**config.mk**
```make
export PLATFORM = sky130hd
export DESIGN_NAME = count_pwm_gen
export DESIGN_NICKNAME = d
export VERILOG_FILES = /design/src/rtl/count_pwm_gen.sv
export SDC_FILE = /design/constraint.sdc
export NUM_CORES = 1
export LEC_CHECK = 0
export CORE_ASPECT_RATIO = 0.5
export CORE_MARGIN = 10
export CORE_UTILIZATION = 44
export CTS_CLUSTER_DIAMETER = 80
export DETAILED_ROUTE_END_ITERATION = 8
export PLACE_DENSITY = 0.71
export REMOVE_ABC_BUFFERS = 1
export SLEW_MARGIN = 20
export SYNTH_ARGS = -nofsm -noshare
export SYNTH_HDL_FRONTEND = slang
export SYNTH_SLANG_ARGS = --single-unit
export TNS_END_PERCENT = 1
```
**constraint.sdc**
```tcl
create_clock -name clk -period 2.75 [get_ports clk]
set_input_delay 0.55 -clock clk [delete_from_list [all_inputs] [get_ports clk]]
set_output_delay 0.55 -clock clk [all_outputs]
set_load 0.05 [all_outputs]
```
**src/rtl/count_pwm_gen.sv**
```systemverilog
// PWM generator driven by an upstream free-running up-counter: double-buffered
// duty, wrap/match strobes and a sticky period interrupt flag.
module count_pwm_gen #(
   parameter int WIDTH = 8
) (
   input  logic             clk,
   input  logic             reset,
   input  logic [WIDTH-1:0] count_in,
   input  logic             count_en,
   input  logic [WIDTH-1:0] duty_in,
   input  logic             duty_load,
   input  logic             flag_clr,
   output logic             pwm_out,
   output logic             pwm_out_bar,
   output logic             wrap_pulse,
   output logic             match_pulse,
   output logic             irq_flag,
   output logic             load_pending
);

   localparam logic [0:0] IDLE = 1'b0;
   localparam logic [0:0] RUN  = 1'b1;

   logic [0:0]       state, state_nxt;
   logic [WIDTH-1:0] count_q, duty_pend, duty_act, duty_nxt;
   logic             wrap, xfer;

   // The duty taking effect at a wrap is compared in that same cycle, so the
   // new period's first count already uses the new duty.
   always_comb begin
      wrap      = count_en && (count_in < count_q);
      xfer      = wrap && (duty_load || load_pending);
      duty_nxt  = duty_act;
      if (wrap && duty_load)
         duty_nxt = duty_in;
      else if (wrap && load_pending)
         duty_nxt = duty_pend;
      state_nxt = state;
      if (xfer)
         state_nxt = RUN;
   end

   always_ff @(posedge clk or negedge reset) begin
      if (!reset) begin
         state        <= IDLE;
         count_q      <= '0;
         duty_pend    <= '0;
         duty_act     <= '0;
         load_pending <= 1'b0;
         wrap_pulse   <= 1'b0;
         match_pulse  <= 1'b0;
         pwm_out      <= 1'b0;
         irq_flag     <= 1'b0;
      end else begin
         state    <= state_nxt;
         count_q  <= count_in;
         duty_act <= duty_nxt;
         if (duty_load)
            duty_pend <= duty_in;
         if (wrap)
            load_pending <= 1'b0;
         else if (duty_load)
            load_pending <= 1'b1;
         wrap_pulse  <= wrap;
         match_pulse <= (state_nxt == RUN) && count_en &&
                        (count_in == duty_nxt) && (count_in != count_q);
         // A stalled counter freezes the waveform.
         if (state_nxt == IDLE)
            pwm_out <= 1'b0;
         else if (count_en)
            pwm_out <= (count_in < duty_nxt);
         if (wrap)
            irq_flag <= 1'b1;
         else if (flag_clr)
            irq_flag <= 1'b0;
      end
   end

   assign pwm_out_bar = ~pwm_out;

endmodule

```
==> flow_metrics.tcl <==
set metrics [dict create \
    place_ws_ns -0.9578 \
    syn_inst 137 \
    cp-startpoint "count_q[6]" \
    ys_seq_elements 30 \
    layout_commonest_cell "buf_4" \
    worstSkewPairLatency_ns 0.28 \
    wl_mm 4.031 \
    drtAntennaViolNets 0 \
    worstPathRequired_ns 2.96 \
    vias 1309 \
    clockBufferDepth 2 \
    die_area_sq_mm 0.006496 \
    p_total_mw 1.364 \
    reg2reg_slack_ns -0.09 \
    fin_area_sq_mm 0.002359 \
    reg2reg_to "pwm_out" \
    die_w_microns 104.4 \
    grt_use_met3 0.02881 \
    antenna_found_initial 0 \
    hp-class "register to register" \
    critPathLaunchType "register" \
    drt-initial-drc-count 64 \
    dpl-instance-area_sq_mm 0.002126 \
    cts_sinks 30 \
    failed_checks "negative setup slack" \
    p_per_area_mw_per_mm2 578.3 \
    yosysWarnings 0 \
    core_sq_mm 0.003435 \
    path_cells "inv_2 > ha_4 > a21o_1 > a2111oi_4 > and2b_2 > nand2_4 > a221oi_2 > ha_1 > a21o_1 > a211oi_2 > o221ai_2 > a2bb2oi_1" \
    drv_cap 0 \
    finalCritPeriodShare 1.032 \
    endpoint_kind "register" \
    clk_pin_slew_ns 0.07 \
    finalClockSkew_ns 0.01223 \
    drt_pass1_iterations 4 \
    slew-limit-headroom 0.6427 \
    wire_per_inst_microns 15.87 \
    synth.top_cell.area_share 0.4789 \
    period_needed_ns 2.837 \
    grt_max_degree 31 \
    cp.arrival_ns 3.05 \
    synth_area_leader_cell "dfrtp_1" \
    numCtsBuffers 5 \
    grtUsageTotal 0.1254 \
    grt_pass1_vias 1372 \
    status "finished, violations left" \
    ioPinCount 27 \
    avgSynthCellArea_sq_um 11.44 \
    initial_core_util 0.4565 \
    path_max_fanout 6 \
    vias_per_cell 5.154 \
    use_met2 0.2063 \
    drcViolationCount 0 \
    drive_above_1_share 0.3990 \
    die_h_microns 62.21 \
    slowest_delay_ns 0.38 \
    diodes 0 \
    setup_ws_ns -0.08683 \
    cpMostUsedCell "a21o_1" \
    dp_hpwl_mm 2.892 \
    r2r-start "count_q[6]" \
    hold_viol_final 0 \
    rsz0062_at_grt "yes" \
    grt_pass1_wl_mm 6.693 \
    rows 15 \
    busiest_layer "met2" \
    cts_tree "yes" \
    ir_drop_mv 0.2477 \
    slew_viol_final 0 \
    htree_levels 2 \
    final_cell_mix "buf_4, dfrtp_1, clkdlybuf4s50_1, ha_1, inv_1" \
    synth_seq_area_share 0.4789 \
    p_leak_nw 1.077 \
    slowest_stage "dfrtp_1" \
    setup_violations 2 \
    worst_slew_pin_slew_ns 0.5342 \
    worstSetupPathType "register to register" \
    nNetsFinal 239 \
    cts_root_buf "clkbuf_8" \
    worstSetupEndpoint "pwm_out" \
    grt_remaining_overflow 0 \
    area_delta_synth_final_pct 50.44 \
    syn-cell-area_sq_mm 0.001568 \
    gr-usage-met1 0.1585 \
    synthTopCellsByArea "dfrtp_1, ha_1, mux2_2" \
    numPortBuffers 26 \
    routabilityCongestion 0.8695 \
    r2r_cells 12 \
    fmax_ghz 0.3525 \
    ys_types 34 \
    hold_slack_ns 0.4835 \
]
## worst max-delay path: cells and delay by family, from the launching register on
family          cells  cell delay [ns]
fa+ha+maj           2             0.50
simple gates        2             0.31
buf+inv             1             0.08
compound gates      7             1.50
flops               1             0.38
## state kept, by name, summed over array words and instances (netlist names)
name / count
count_q: 8
duty_act: 8
duty_pend: 8
irq_flag: 1
load_pending: 1
match_pulse: 1
pwm_out: 1
state: 1
wrap_pulse: 1
## synth_stat cells
master	count
dfrtp_1	30
ha_1	16
inv_1	13
nor2_1	9
mux2_2	7
nand3_1	7
a221o_1	5
a21o_1	4
a221oi_1	4
nand2_1	4
a21oi_1	3
nand4_1	3
o221ai_1	3
a211oi_1	2
a2bb2oi_1	2
and2_1	2
buf_2	2
clkbuf_1	2
nand4b_1	2
nor2b_1	2
o221a_1	2
a2111oi_2	1
a221oi_2	1
a22o_1	1
and2b_1	1
and3_1	1
and4_1	1
buf_4	1
buf_6	1
nand2b_1	1
nor3_1	1
o2111a_1	1
o211ai_1	1
o21ai_0	1
## stage by stage
step	TNS, ns	std cells	util
6_report	-0.1615	254	0.6867
5_1_grt	-0.4635	254	0.6867
4_1_cts	-0.1049	254	0.6783
3_5_place_dp	-3.118	244	0.6189
3_3_place_gp	-2.516	244	0.6189
2_1_floorplan	-1.163	131	-
## per-layer routing
metal | up-vias | wire length, microns
met5 | - | 0
met4 | 0 | 55
met3 | 7 | 156
met2 | 23 | 1900
met1 | 635 | 1918
li1 | 644 | -
## worst min-delay path by stage
stage | from | end | depth (start not counted)
after detailed placement | irq_flag | irq_flag | 1
after global placement | irq_flag | irq_flag | 1
final | irq_flag | irq_flag | 1
after floorplan | reset | count_q[0] | 0
after global routing | irq_flag | irq_flag | 1
after CTS | irq_flag | irq_flag | 1
## kinds of logic (layout without fill, tap and decap cells)
logic type / count (synthesis) / in the layout / synth area share
AOI/OAI and AO/OA: 31 / 31 / 0.1748
adders and majority gates: 16 / 16 / 0.1277
buffers and inverters: 19 / 85 / 0.05428
DFF: 30 / 30 / 0.4789
muxes: 7 / 7 / 0.05028
and+or+nand+nor: 34 / 34 / 0.1141
## what timing repair did
item	CTS	global route
pin swaps	21	8
setup buffers	2	0
setup endpoints to repair	2	2
gates resized for setup	41	7
hold endpoints to repair	0	0
hold buffers	0	0
gates cloned	0	0
## where the power goes
group | switching (mW) | internal (mW)
sequential | 0.0385 | 0.499
clock | 0.170 | 0.202
combinational | 0.226 | 0.228
## cell type report
type                    count  area, sq um
inverters                  13        48.80
fillers                   270         1076
multi-input cells          88        868.3
repair buffers             64        535.5
clock buffers               7        86.33
well taps                  51        63.81
flip-flops and latches     30        750.7
clock inverters             1        5.005
Power figures use the tool's default switching activity.
